<file path="src/rtl/snake_game_fsm.sv">
// snake_game_fsm: top-level game sequencer for the snake game.
//   Runs IDLE -> PLAY -> WIN/LOSE -> IDLE. Games start on a button press edge. PLAY ends on
//   a collision or when the score reaches the target. While in PLAY, a movement tick paces
//   the snake engine.
//   Optional feature: define PAUSE_EN to enable PLAY <-> PAUSE toggling with PAUSE_BTN.
//
// Ports
//   CLOCK         in   system clock, rising edge
//   RESET         in   synchronous, active-high
//   PUSH_BUTTONS  in   debounced button levels [BTN_W]
//   SCORE_IN      in   unsigned score from the snake engine [SCORE_W]
//   COLLISION     in   level, snake hit wall/self
//   PAUSE_BTN     in   level, pause toggle request (PAUSE_EN builds only)
//   STATE_OUT     out  registered state code [3]
//   TICK_OUT      out  registered one-cycle movement pulse
//   GAME_OVER     out  registered, high in WIN or LOSE
//
// state | meaning
// IDLE  | waiting for a button press edge
// PLAY  | game running, movement ticks generated
// PAUSE | game frozen, tick counter held (PAUSE_EN only)
// WIN   | score target reached, held END_HOLD cycles
// LOSE  | collision, held END_HOLD cycles
module snake_game_fsm #(
    parameter int BTN_W     = 4,
    parameter int SCORE_W   = 4,
    parameter int WIN_SCORE = 10,
    parameter int TICK_DIV  = 16,
    parameter int END_HOLD  = 32
) (
    input  logic               CLOCK,
    input  logic               RESET,
    input  logic [BTN_W-1:0]   PUSH_BUTTONS,
    input  logic [SCORE_W-1:0] SCORE_IN,
    input  logic               COLLISION,
    input  logic               PAUSE_BTN,
    output logic [2:0]         STATE_OUT,
    output logic               TICK_OUT,
    output logic               GAME_OVER
);

    localparam int TW = $clog2(TICK_DIV);
    localparam int HW = (END_HOLD > 1) ? $clog2(END_HOLD) : 1;
    localparam logic [TW-1:0] TICK_LAST = TW'(TICK_DIV - 1);
    localparam logic [HW-1:0] HOLD_LAST = HW'(END_HOLD - 1);
    localparam logic [31:0]   WIN_SCORE_U = 32'(WIN_SCORE);

    typedef enum logic [2:0] {
        S_IDLE  = 3'd0,
        S_PLAY  = 3'd1,
        S_PAUSE = 3'd2,
        S_WIN   = 3'd3,
        S_LOSE  = 3'd4
    } state_t;

    state_t              state_q, state_d;
    logic [BTN_W-1:0]    btn_q;
    logic [TW-1:0]       tick_cnt_q;
    logic [HW-1:0]       hold_cnt_q;
    logic                tick_q;
    logic                game_over_q;
    logic                btn_rise;
    logic                pause_rise;
    logic                score_win;
    logic                in_end_d;

    assign btn_rise  = |(PUSH_BUTTONS & ~btn_q);
    // Widened compare so a target beyond the score range simply never matches.
    assign score_win = 32'(SCORE_IN) >= WIN_SCORE_U;
    assign in_end_d  = (state_d == S_WIN) || (state_d == S_LOSE);

`ifdef PAUSE_EN
    logic pause_q;
    assign pause_rise = PAUSE_BTN & ~pause_q;
`else
    logic unused_pause_btn;
    assign unused_pause_btn = PAUSE_BTN;
    assign pause_rise       = 1'b0;
`endif

    always_comb begin
        state_d = state_q;
        case (state_q)
            S_IDLE:  if (btn_rise) state_d = S_PLAY;
            S_PLAY: begin
                if (COLLISION)       state_d = S_LOSE;
                else if (score_win)  state_d = S_WIN;
                else if (pause_rise) state_d = S_PAUSE;
            end
`ifdef PAUSE_EN
            S_PAUSE: if (pause_rise) state_d = S_PLAY;
`else
            S_PAUSE: state_d = S_IDLE;
`endif
            S_WIN, S_LOSE: if (hold_cnt_q == HOLD_LAST) state_d = S_IDLE;
            default: state_d = S_IDLE;
        endcase
    end

    always_ff @(posedge CLOCK) begin
        if (RESET) begin
            state_q     <= S_IDLE;
            tick_q      <= 1'b0;
            game_over_q <= 1'b0;
            tick_cnt_q  <= '0;
            hold_cnt_q  <= '0;
            // Tracking the live buttons during reset makes a button held through reset
            // look already-pressed, so it must be released and pressed again to start.
            btn_q       <= PUSH_BUTTONS;
`ifdef PAUSE_EN
            pause_q     <= 1'b0;
`endif
        end else begin
            state_q     <= state_d;
            btn_q       <= PUSH_BUTTONS;
            game_over_q <= in_end_d;
            tick_q      <= 1'b0;
`ifdef PAUSE_EN
            pause_q     <= PAUSE_BTN;
`endif
            // Counter only advances while staying in PLAY; it freezes across PAUSE and
            // no tick is issued on the edge that leaves PLAY.
            if (state_q == S_IDLE && state_d == S_PLAY) begin
                tick_cnt_q <= '0;
            end else if (state_q == S_PLAY && state_d == S_PLAY) begin
                if (tick_cnt_q == TICK_LAST) begin
                    tick_cnt_q <= '0;
                    tick_q     <= 1'b1;
                end else begin
                    tick_cnt_q <= tick_cnt_q + TW'(1);
                end
            end else if (state_d == S_IDLE) begin
                tick_cnt_q <= '0;
            end

            if ((state_q == S_WIN || state_q == S_LOSE) && state_d == state_q)
                hold_cnt_q <= hold_cnt_q + HW'(1);
            else
                hold_cnt_q <= '0;
        end
    end

    assign STATE_OUT = state_q;
    assign TICK_OUT  = tick_q;
    assign GAME_OVER = game_over_q;

endmodule
</file>
<file path="config.mk">
export PLATFORM = sky130hd
export DESIGN_NAME = snake_game_fsm
export DESIGN_NICKNAME = d
export VERILOG_FILES = /design/src/rtl/snake_game_fsm.sv
export SDC_FILE = /design/constraint.sdc
export NUM_CORES = 1
export LEC_CHECK = 0
export BUFFER_PORTS_ARGS = -buffer_cell sky130_fd_sc_hd__buf_2
export CORE_MARGIN = 2
export CORE_UTILIZATION = 50
export DETAILED_ROUTE_END_ITERATION = 8
export PLACE_DENSITY = 0.86
export SLEW_MARGIN = 5
export SYNTH_ARGS = -nofsm -noshare
export SYNTH_HDL_FRONTEND = slang
export SYNTH_SLANG_ARGS = --single-unit
</file>
<file path="constraint.sdc">
create_clock -name CLOCK -period 2 [get_ports CLOCK]
set_clock_uncertainty 0.1 [all_clocks]
set_input_delay 0.3 -clock CLOCK [delete_from_list [all_inputs] [get_ports CLOCK]]
set_output_delay 0.3 -clock CLOCK [all_outputs]
set_load 0.005 [all_outputs]
</file>
Yosys cells after proc, flatten, opt, wreduce, memory -nomap -nowiden
Cells that the tools add are included.
W data, S select, Z words.
{"block": "word_totals", "register_bits": 18, "word_cells": 44}
{"block": "classes", "add_sub_neg": 2, "magnitude_cmp": 1, "eq_ne": 9, "mux": 9, "n_bitwise": 4, "reduce_logical": 13}
{"cell": "$mux W3", "n": 4}
{"cell": "$mux W4", "n": 3}
{"cell": "$pmux W3 S3", "n": 1}
{"cell": "$eq A3 B1 Y1 const B", "n": 2}
{"cell": "$eq A3 B2 Y1 const B", "n": 2}
{"cell": "$eq A3 B3 Y1 const B", "n": 2}
{"cell": "$logic_not A3 Y1", "n": 2}
{"cell": "$reduce_or A2 Y1", "n": 3}
{"cell": "$add A5 B1 Y5 const B", "n": 1}
{"cell": "$eq A5 B5 Y1 const B", "n": 1}
{"cell": "$add A4 B1 Y4 const B", "n": 1}
{"cell": "$and A4 B4 Y4", "n": 1}
{"cell": "$eq A4 B4 Y1 const B", "n": 1}
{"cell": "$ge A4 B4 Y1 const B", "n": 1}
{"cell": "$not A4 Y4", "n": 1}
{"cell": "$reduce_or A4 Y1", "n": 1}
{"cell": "$eq A3 B3 Y1", "n": 1}
{"cell": "$logic_and A1 B1 Y1", "n": 3}
{"cell": "$reduce_or A3 Y1", "n": 1}
{"cell": "$logic_or A1 B1 Y1", "n": 2}
{"cell": "$not A1 Y1", "n": 2}
{"cell": "$reduce_bool A2 Y1", "n": 1}
{"cell": "$mux W1", "n": 1}

Longest topological paths before layout
Gate-level depths: netlist of the first run.
{"block": "depth", "depth_word": 9, "ltp_mapped": 6, "ltp_nobuf": 6}

Worst setup path after synthesis of the first run
OpenSTA, ideal clock, no wires.
{"block": "synth_path", "path_kind": "register to register", "startpoint": "register hold_cnt_q[0]", "endpoint": "register tick_cnt_q[2]", "setup_ps": 122, "arrival_time_ps": 1547, "required_ps": 1778, "path_slack_ps": 231, "path_stages_with_launch": 7, "path_buffers": 0, "synth_period_minus_slack_ps": 1769, "cell_sequence": "dfxtp_1 -> ha_1 -> and3_1 -> ha_1 -> and2b_1 -> a32o_2 -> o311a_1"}
{"block": "synth_between", "elab_chain_cells": 6, "elab_cells_between_ends": 10}
{"item": "start, declared", "line": "59", "source": "logic [HW-1:0] hold_cnt_q;"}
{"item": "start signal, assigned", "line": "137", "source": "hold_cnt_q <= hold_cnt_q + HW'(1);"}
{"item": "$eq A5 B5 Y1 *", "line": "95", "source": "S_WIN, S_LOSE: if (hold_cnt_q == HOLD_LAST) state_d = S_IDLE;"}
{"item": "$mux W3 *", "line": "95"}
{"item": "$pmux W3 S3 *", "line": "83", "source": "case (state_q)"}
{"item": "$eq A3 B1 Y1", "line": "123, 125"}
{"item": "$logic_and A1 B1 Y1 (on tied branches)", "line": "125, 123"}
{"item": "$mux W4 (tied with other cells)", "line": "125", "source": "end else if (state_q == S_PLAY && state_d == S_PLAY) begin"}
{"item": "end signal, assigned", "line": "130", "source": "tick_cnt_q <= tick_cnt_q + TW'(1);"}
{"item": "end, declared", "line": "58", "source": "logic [TW-1:0] tick_cnt_q;"}
Mark *: on every way between the ends. The rest lies on a longest branch, timed or not.
A chain may end at the register's enable or synchronous reset.

Worst setup path in the final report of the first run
Same ends and word-level chain as after synthesis.

==> results.toml, run 1 <==
[synthesis]
yosys.area_share.xor_xnor_pct = 2.318
synth.area.mux_share_pct = 0
combinational_family_with_the_most_area_after_synthesis = "simple AND/OR/NAND/NOR gates"
post_synth_and_or_nand_nor_area_fraction_pct = 22.19
synthesis.area_um2 = 755.7
yosysTopAreaCell = "dfxtp_1"
yosysTopAreaCellShare_pct = 47.68
yosys.area_share.adder_pct = 4.967
post_synth_main_area_contributors = "dfxtp_1 (48%), ha_1 (5.0%), nor3_1 (4.6%), nand2b_1 (4.1%), a32o_1 (4.0%)"
ys_seq_area_share_pct = 47.68
syn-num-nets = 92
synthesis_warnings = 0
synth_cell_type_count = 30
ys_ff_latch = 18
synth_cells = 77
synth_compound_area_share_pct = 18.38
avgSynthCellArea_um2 = 9.815

[global_routing]
number_of_antenna_violations_at_the_first_check_in_global_routing = 0
largest_net_degree_at_the_start_of_global_routing = 11
grt_util_all_layers_pct = 15.03
first_global_vias = 529
overflow = 0
grt_pass1_wl_mm = 2.028

[worst_setup_path]
setup.worst_path.start_class = "register"
r2r.worst_path.cells = 6
critical_path_cell_count = 6
worstPathArrival_ns = 1.96
worst_r2r_startpoint = "hold_cnt_q[0]"
crit_required_ns = 2.08
critical_path.cell_chain = "ha_1 -> and3_1 -> ha_1 -> and2b_1 -> a32o_2 -> o311a_1"
cpMostUsedCell = "ha_1"
critical_path_start_end_classification = "register to register"
crit_path_start = "hold_cnt_q[0]"
endpoint = "tick_cnt_q[2]"
critical_path.endpoint_type = "register"
rr_endpoint = "tick_cnt_q[2]"
worstPathMaxFanout = 5
slowest_delay_ns = 0.36
cp_bufs_invs = 0
worst_reg2reg_setup_slack_ns = 0.12
critical-path-top-delay-family = "compound AO/OA/AOI/OAI gates"
critical_path.slowest_cell = "dfxtp_1"

[drt]
vias = 593
drt.antenna.violating_nets = 0
dr.pass1.iters = 4
drc_errors = 0
detail_route.wirelength_mm = 1.203
wl_per_cell_um = 10.94
drt_first_iter_violations = 11
routed_via_density = 5.391

[placed_design]
placed_cell_area_um2 = 834.6
count_of_port_buffers_added_during_placement = 14
place_worst_setup_slack_ns = 0.1317
gpl.final_weighted_congestion = 0.8573
dp.final_hpwl_um = 897.5
post-place-cells = 106

[cts]
tritoncts = "yes"
hold_buffers = 0
cts_made_buffers = 3
postCtsSetupRepairBufs = 0
post_cts.resized_instances = 0
clk_root_buffer_cell = "clkbuf_4"
cts_sinks = 18
htree_depth = 1
worst_skew_pair.late_latency_ns = 0.29
clock_tree_buffer_depth = 2
clk_pin_slew_worst_paths_ns = 0.10

[run_status]
outcome = "finished, final reports clean"

[finish]
mostFrequentLayoutCells = "dfxtp_1 (18), buf_2 (14), nor2_1 (7), nor3_1 (7), inv_1 (6)"
drive_above_1_share_pct = 23.40
mostFrequentLayoutCell = "dfxtp_1"
flow.area_growth_from_synthesis_pct = 15.23
antenna_cells_inserted = 0
fin_area_um2 = 870.8
fin_cells = 110
number_of_nets_at_the_end_of_the_flow = 110
fill_cells = 126

[pwr]
power_switching_mw = 0.1592
comb_power_share_pct = 11.0
power_frac_clock_pct = 32.2
switching_share_pct = 23.63
power_frac_seq_pct = 56.7
power.density_mw_per_mm2 = 773.9
ir_drop_mv = 0.3224
static-leakage-power_nw = 0.3812
int_pwr_mw = 0.5147

[timing]
fin_ws_ns = 0.1230
min_period_over_period_pct = 93.85
clock.fmax_mhz = 532.8
max-slew-margin-rel_pct = 73.22
slew_violations = 0
tns_ns = 0
final.hold.worst_slack_ns = 0.01578
unrepaired_setup_endpoints_after_global_routing = "false"
report.final.hold_viol_count = 0
report.final.setup_viol = 0
worst-slew-pin-transition_ns = 0.3987
time_the_final_worst_path_needs_with_i_o_delays_and_setup_ns = 1.877

[floorplanning]
number_of_rows_in_the_core_area = 14
fp.dieW_um = 42.88
floorplan.initialDensity_pct = 51.98
boundaryPins = 17
die_height_um = 42.88
placeable_core_region_mm2 = 0.001454
floorplan.die_area_mm2 = 0.001838

[flow_run]
drv_cap = 0

[hold_path]
timing.hold.worst.class = "primary input to register"
-- logic make-up after synthesis --
family | after synthesis
AOI/OAI and AO/OA | 17
xor gates and xnor gates | 2
adders and majority gates | 3
buffers and inverters | 7
DFF | 18
and+or+nand+nor | 30
-- sequential cells by signal (all words and copies together) (netlist names) --
name and flops:
GAME_OVER 1, STATE_OUT 3, btn_q 4, hold_cnt_q 5, TICK_OUT 1, tick_cnt_q 4
-- routing by layer --
metal | share of wire, % | vias to the layer above | global-route usage [%]
met5 | 0 | - | 0
met4 | 3.0 | 0 | 13.13
met3 | 6.5 | 4 | 3.830
met2 | 44 | 18 | 22.12
met1 | 46 | 257 | 17.82
li1 | - | 314 | -
-- worst reg2reg max path, delay by kind of cell, from the launching register on --
family,cells,cell delay (ns)
AO/OA/AOI/OAI,2,0.58
flip-flops,1,0.36
adder cells (fa/ha/maj),2,0.38
AND/OR/NAND/NOR,2,0.36
-- synthesized netlist by cell type --
cell,number
nand2_1,1
xor2_1,1
and2b_1,1
or3_1,1
and3_1,1
and3b_1,1
a32oi_1,1
a22oi_1,1
and4_1,1
nor2_4,1
o311a_1,1
and2_1,1
ha_1,3
a21oi_1,4
xnor2_1,1
a41o_1,1
a32o_1,3
a32o_2,1
inv_1,6
o21ai_0,2
buf_6,1
o21ai_4,1
a31oi_1,1
nor3_1,7
nand2_2,1
dfxtp_1,18
nand3_1,2
o2111ai_1,1
nor2_1,7
nand2b_1,5
-- metrics by stage --
step	total power, mW	util [%]
4_1_cts	0.6814	59.90
5_1_grt	0.7091	59.90
3_5_place_dp	0.4641	57.40
6_report	0.6740	59.90
2_1_floorplan	0.4354	-
3_3_place_gp	0.4614	57.40
-- worst min path at each step --
| stage | slack, ns | from | end | depth (start not counted) |
|---|---|---|---|---|
| finish | 0.02 | PUSH_BUTTONS[2] | btn_q[2] | 1 |
| global route | 0.01 | PUSH_BUTTONS[3] | btn_q[3] | 1 |
| CTS | 0.01 | PUSH_BUTTONS[0] | btn_q[0] | 1 |
| detailed placement | 0.32 | PUSH_BUTTONS[0] | btn_q[0] | 1 |
| global placement | 0.32 | PUSH_BUTTONS[0] | btn_q[0] | 1 |
| floorplan | 0.23 | PUSH_BUTTONS[0] | btn_q[0] | 0 |
-- area by class of cell --
type | count | area (um^2) | share of cell area, %
clock buffers | 4 | 36.28 | 4.167
inverters | 6 | 22.52 | 2.586
repair buffers | 14 | 70.07 | 8.046
flip-flops and latches | 18 | 360.3 | 41.38
well taps | 16 | 20.02 | 2.299
multi-input cells | 52 | 361.6 | 41.52
-- power groups by stage --
stage / sequential, mW / combinational (mW) / clock, mW
3_3_place_gp: 0.390 / 0.0717 / 0
6_report: 0.382 / 0.0744 / 0.217
2_1_floorplan: 0.388 / 0.0472 / 0
3_5_place_dp: 0.390 / 0.0737 / 0
5_1_grt: 0.384 / 0.0846 / 0.240
4_1_cts: 0.382 / 0.0747 / 0.224
No activity file was read; power rests on OpenSTA's default activity.
==> run 2: changes to the inputs <==
--- a/config.mk
+++ b/config.mk
@@ -9,7 +9,7 @@
 export CORE_MARGIN = 2
 export CORE_UTILIZATION = 50
 export DETAILED_ROUTE_END_ITERATION = 8
-export PLACE_DENSITY = 0.86
+export PLACE_DENSITY_LB_ADDON = 0.25
 export SLEW_MARGIN = 5
 export SYNTH_ARGS = -nofsm -noshare
 export SYNTH_HDL_FRONTEND = slang
==> run 2 against run 1 <==
Global-route usage rose by 1.9 points. Total power rose by 0.58%. Clock-buffer cell count did not move. Critical endpoint unchanged.
==> results.toml, run 2 (same netlist as run 1, synthesis figures left out) <==
[worst_setup_path]
critical_path.endpoint_type = "register"
setup.worst_path.start_class = "register"
cp_bufs_invs = 0
crit_path_start = "hold_cnt_q[0]"
worstPathMaxFanout = 5
worst_reg2reg_setup_slack_ns = 0.09
slowest_delay_ns = 0.37
critical_path_cell_count = 6
rr_endpoint = "tick_cnt_q[2]"
endpoint = "tick_cnt_q[2]"
critical_path.cell_chain = "ha_1 -> and3_1 -> ha_1 -> and2b_1 -> a32o_2 -> o311a_1"
cpMostUsedCell = "ha_1"
worst_r2r_startpoint = "hold_cnt_q[0]"
worstPathArrival_ns = 1.99
crit_required_ns = 2.08
critical_path_start_end_classification = "register to register"
r2r.worst_path.cells = 6
critical-path-top-delay-family = "compound AO/OA/AOI/OAI gates"
critical_path.slowest_cell = "dfxtp_1"

[floorplanning]
placeable_core_region_mm2 = 0.001454
die_height_um = 42.88
boundaryPins = 17
floorplan.die_area_mm2 = 0.001838
fp.dieW_um = 42.88
floorplan.initialDensity_pct = 51.98
number_of_rows_in_the_core_area = 14

[finish]
drive_above_1_share_pct = 23.40
fin_cells = 110
largest_reg_flops = 5
mostFrequentLayoutCells = "dfxtp_1 (18), buf_2 (14), nor2_1 (7), nor3_1 (7), inv_1 (6)"
biggestRegsByFlops = "hold_cnt_q x5, btn_q x4, tick_cnt_q x4"
mostFrequentLayoutCell = "dfxtp_1"
register_area_um2 = 360.3
top_register = "hold_cnt_q"
flow.area_growth_from_synthesis_pct = 15.23
number_of_nets_at_the_end_of_the_flow = 110
fill_cells = 128
antenna_cells_inserted = 0
multi_input_logic_area_um2 = 361.6

[timing]
final.hold.worst_slack_ns = 0.01921
min_period_over_period_pct = 95.29
time_the_final_worst_path_needs_with_i_o_delays_and_setup_ns = 1.906
clock.fmax_mhz = 524.7
worst-slew-pin-transition_ns = 0.4812
report.final.setup_viol = 0
fin_ws_ns = 0.09415
slew_violations = 0
unrepaired_setup_endpoints_after_global_routing = "false"
tns_ns = 0
max-slew-margin-rel_pct = 67.67
report.final.hold_viol_count = 0

[drt]
vias = 600
drt_first_iter_violations = 5
drt.antenna.violating_nets = 0
drc_errors = 0
routed_via_density = 5.455
detail_route.wirelength_mm = 1.286
wl_per_cell_um = 11.69
dr.pass1.iters = 3

[global_routing]
grt_util_all_layers_pct = 16.90
number_of_antenna_violations_at_the_first_check_in_global_routing = 0
largest_net_degree_at_the_start_of_global_routing = 11
first_global_vias = 594
grt_pass1_wl_mm = 2.352
overflow = 0

[pwr]
power.density_mw_per_mm2 = 778.4
ir_drop_mv = 0.4182
static-leakage-power_nw = 0.3812

[placed_design]
post-place-cells = 106
place_worst_setup_slack_ns = 0.1046
gpl.final_weighted_congestion = 0.7897
dp.final_hpwl_um = 944.5
count_of_port_buffers_added_during_placement = 14

[cts]
post_cts.resized_instances = 0
postCtsSetupRepairBufs = 0
worst_skew_pair.late_latency_ns = 0.29
cts_sinks = 18
tritoncts = "yes"
hold_buffers = 0
cts_made_buffers = 3
clk_root_buffer_cell = "clkbuf_4"
clock_tree_buffer_depth = 2
clk_pin_slew_worst_paths_ns = 0.10
htree_depth = 1

[flow_run]
drv_cap = 0

[run_status]
outcome = "finished, final reports clean"

[hold_path]
timing.hold.worst.class = "primary input to register"
==> run 2: cell counts in the layout (fill, tap and decap cells not counted) <==
Identical to the previous run, type by type.
==> run 2: layout make-up <==
type                       count  area share, %
multi-input combinational     52          41.52
sequential                    18          41.38
clock buffer                   4          4.167
tap                           16          2.299
inverter                       6          2.586
timing repair buffer          14          8.046
==> run 2: worst register-to-register path: stages, from the launching register on <==
cell,delay [ns]
dfxtp_1,0.37
ha_1,0.18
and3_1,0.15
ha_1,0.20
and2b_1,0.21
a32o_2,0.26
o311a_1,0.33
==> run 2: per-stage QoR <==
| step | cell area [um^2] | utilization, % | power, mW |
|---|---|---|---|
| global placement | 834.6 | 57.40 | 0.4624 |
| finish | 870.8 | 59.90 | 0.6779 |
| global route | 870.8 | 59.90 | 0.7102 |
| detailed placement | 834.6 | 57.40 | 0.4662 |
| floorplan | 755.7 | - | 0.4354 |
| CTS | 870.8 | 59.90 | 0.6844 |
==> run 2: metal layers <==
layer  track usage (%)  part of all wire, %
met1             20.80                   48
met2             26.97                   45
met3             2.553                  4.0
met4             11.25                  3.0
met5                 0                    0
==> run 2: how the worst min path moves through the flow <==
stage                    startpoint  endpoint  slack, ns  cells past startpoint
global route        PUSH_BUTTONS[3]  btn_q[3]      0.003                      1
finish              PUSH_BUTTONS[1]  btn_q[1]       0.02                      1
CTS                 PUSH_BUTTONS[0]  btn_q[0]       0.01                      1
floorplan           PUSH_BUTTONS[0]  btn_q[0]       0.23                      0
global placement    PUSH_BUTTONS[1]  btn_q[1]       0.32                      1
detailed placement  PUSH_BUTTONS[1]  btn_q[1]       0.32                      1
==> run 2: power by group <==
group | switching [mW] | total, mW | internal (mW) | leakage [nW]
clock | 0.110 | 0.220 | 0.111 | 0.0210
combinational | 0.0416 | 0.0748 | 0.0332 | 0.213
sequential | 0.0119 | 0.383 | 0.371 | 0.147
==> run 3: changes to the inputs <==
--- a/config.mk
+++ b/config.mk
@@ -6,11 +6,14 @@
 export NUM_CORES = 1
 export LEC_CHECK = 0
 export BUFFER_PORTS_ARGS = -buffer_cell sky130_fd_sc_hd__buf_2
+export CELL_PAD_IN_SITES_DETAIL_PLACEMENT = 0
+export CELL_PAD_IN_SITES_GLOBAL_PLACEMENT = 2
 export CORE_MARGIN = 2
-export CORE_UTILIZATION = 50
+export CORE_UTILIZATION = 31
 export DETAILED_ROUTE_END_ITERATION = 8
+export HOLD_SLACK_MARGIN = 0.15
 export PLACE_DENSITY_LB_ADDON = 0.25
-export SLEW_MARGIN = 5
+export SLEW_MARGIN = 20
 export SYNTH_ARGS = -nofsm -noshare
 export SYNTH_HDL_FRONTEND = slang
 export SYNTH_SLANG_ARGS = --single-unit
==> run 3 against run 2 <==
Sequential cell count is the same. Register-to-register slack barely moved. Worst setup slack improved by 0.0078 ns. Global-route usage down 5.4 points. Wire length grew 9.7%. Non-clock buffer count increased by 5. Critical path type unchanged. Largest power group unchanged. Highest routed layer unchanged.
==> results.toml, run 3 (same netlist as run 1, synthesis figures left out) <==
[cts]
cts_sinks = 18
cts_made_buffers = 3
clk_root_buffer_cell = "clkbuf_4"
tritoncts = "yes"
postCtsSetupRepairBufs = 0
clk_pin_slew_worst_paths_ns = 0.11
worst_skew_pair.late_latency_ns = 0.29
htree_depth = 1
clock_tree_buffer_depth = 2

[worst_setup_path]
crit_path_start = "hold_cnt_q[0]"
worstPathMaxFanout = 5
critical_path.slowest_cell = "dfxtp_1"
worstPathArrival_ns = 1.99
cpMostUsedCell = "ha_1"
critical_path.cell_chain = "ha_1 -> and3_1 -> ha_1 -> and2b_1 -> a32o_2 -> o311a_1"
critical_path.endpoint_type = "register"
setup.worst_path.start_class = "register"
slowest_delay_ns = 0.36
crit_required_ns = 2.09
critical_path_start_end_classification = "register to register"
worst_reg2reg_setup_slack_ns = 0.10
rr_endpoint = "tick_cnt_q[2]"
r2r.worst_path.cells = 6
worst_r2r_startpoint = "hold_cnt_q[0]"

[finish]
fin_area_um2 = 922.1
antenna_cells_inserted = 0
drive_above_1_share_pct = 21.43
flow.area_growth_from_synthesis_pct = 22.02
top_register = "hold_cnt_q"
largest_reg_flops = 5
number_of_nets_at_the_end_of_the_flow = 115
mostFrequentLayoutCells = "dfxtp_1 (18), buf_2 (14), nor2_1 (7), nor3_1 (7), inv_1 (6)"
biggestRegsByFlops = "hold_cnt_q x5, btn_q x4, tick_cnt_q x4"
mostFrequentLayoutCell = "dfxtp_1"

[timing]
worst-slew-pin-transition_ns = 0.4389
min_period_over_period_pct = 94.90
report.final.setup_viol = 0
tns_ns = 0
final.hold.worst_slack_ns = 0.2976
report.final.hold_viol_count = 0
time_the_final_worst_path_needs_with_i_o_delays_and_setup_ns = 1.898
max-slew-margin-rel_pct = 70.51
slew_violations = 0
clock.fmax_mhz = 526.9
unrepaired_setup_endpoints_after_global_routing = "false"
fin_ws_ns = 0.1020

[run_status]
outcome = "finished, final reports clean"

[placed_design]
dp.final_hpwl_mm = 1.016
count_of_port_buffers_added_during_placement = 14
place_worst_setup_slack_ns = 0.1011
placed_cell_area_um2 = 849.6
gpl.final_weighted_congestion = 0.7264

[floorplanning]
number_of_rows_in_the_core_area = 17
floorplan.die_area_mm2 = 0.002849
die_height_um = 53.38
boundaryPins = 17
fp.dieW_um = 53.38
placeable_core_region_mm2 = 0.002255
floorplan.initialDensity_pct = 33.52

[pwr]
power.density_mw_per_mm2 = 699.2
static-leakage-power_nw = 0.3949
ir_drop_mv = 0.3682

[hold_path]
timing.hold.worst.class = "primary input to register"
destination_of_the_worst_hold_path = "STATE_OUT[2]"
hold_crit_depth = 3
hold_path.startpoint = "COLLISION"

[drt]
drc_errors = 0
drt_first_iter_violations = 15
routed_via_density = 4.865
drt.antenna.violating_nets = 0
dr.pass1.iters = 5
vias = 613
detail_route.wirelength_mm = 1.411
wl_per_cell_um = 11.20

[global_routing]
grt_util_all_layers_pct = 11.47
largest_net_degree_at_the_start_of_global_routing = 11
overflow = 0
first_global_vias = 553
number_of_antenna_violations_at_the_first_check_in_global_routing = 0
grt_pass1_wl_mm = 2.339

[flow_run]
drv_cap = 0
==> run 3: changes by cell type in the layout (fill, tap and decap cells not counted), sizes merged <==
cell,before,now
clkbuf,4,3
dlygate4sd3,0,5
==> run 3: final cells by class <==
| cell class | count | area (um^2) |
|---|---|---|
| Inverter | 6 | 22.52 |
| Clock buffer | 3 | 22.52 |
| Fill cell | 257 | 1333 |
| Sequential cell | 18 | 360.3 |
| Tap cell | 28 | 35.03 |
| Timing Repair Buffer | 19 | 120.1 |
| Multi-Input combinational cell | 52 | 361.6 |
==> run 3: worst max-delay path: cells and delay by family (launching register included) <==
kind / cells / cell delay, ns
flops: 1 / 0.36
simple gates: 2 / 0.37
compound gates: 2 / 0.58
fa+ha+maj: 2 / 0.39
==> run 3: worst max-delay path by stage <==
stage               endpoint  depth (start not counted)
6_report       tick_cnt_q[2]                          6
4_1_cts        tick_cnt_q[2]                          6
2_1_floorplan  tick_cnt_q[2]                          6
3_5_place_dp   tick_cnt_q[2]                          6
5_1_grt        tick_cnt_q[2]                          6
3_3_place_gp   tick_cnt_q[2]                          6
==> run 3: metal layers <==
metal	vias to the layer above	GRT usage (%)	share of wire, %
li1	320	-	-
met1	278	13.87	49
met2	13	17.90	45
met3	2	5.085	5.2
met4	0	3.846	0.85
met5	-	0	0
==> run 3: timing repair <==
item	4_1_cts	5_1_grt
gates resized for setup	0	0
hold buffers	5	0
hold endpoints to repair	6	0
endpoints found under the setup margin	0	0
==> run 3: metrics by stage <==
| stage | util [%] | instances | power, mW |
|---|---|---|---|
| after detailed placement | 37.68 | 118 | 0.4667 |
| after floorplan | - | 77 | 0.4354 |
| after global placement | 37.68 | 118 | 0.4661 |
| after global routing | 40.90 | 126 | 0.6911 |
| final | 40.90 | 126 | 0.6447 |
| after CTS | 40.90 | 126 | 0.6560 |
==> run 3: report_power, final <==
part           switching [mW]  total (mW)  internal (mW)
logic                  0.0430      0.0826         0.0396
registers              0.0118       0.382          0.371
clock network           0.110       0.180         0.0700
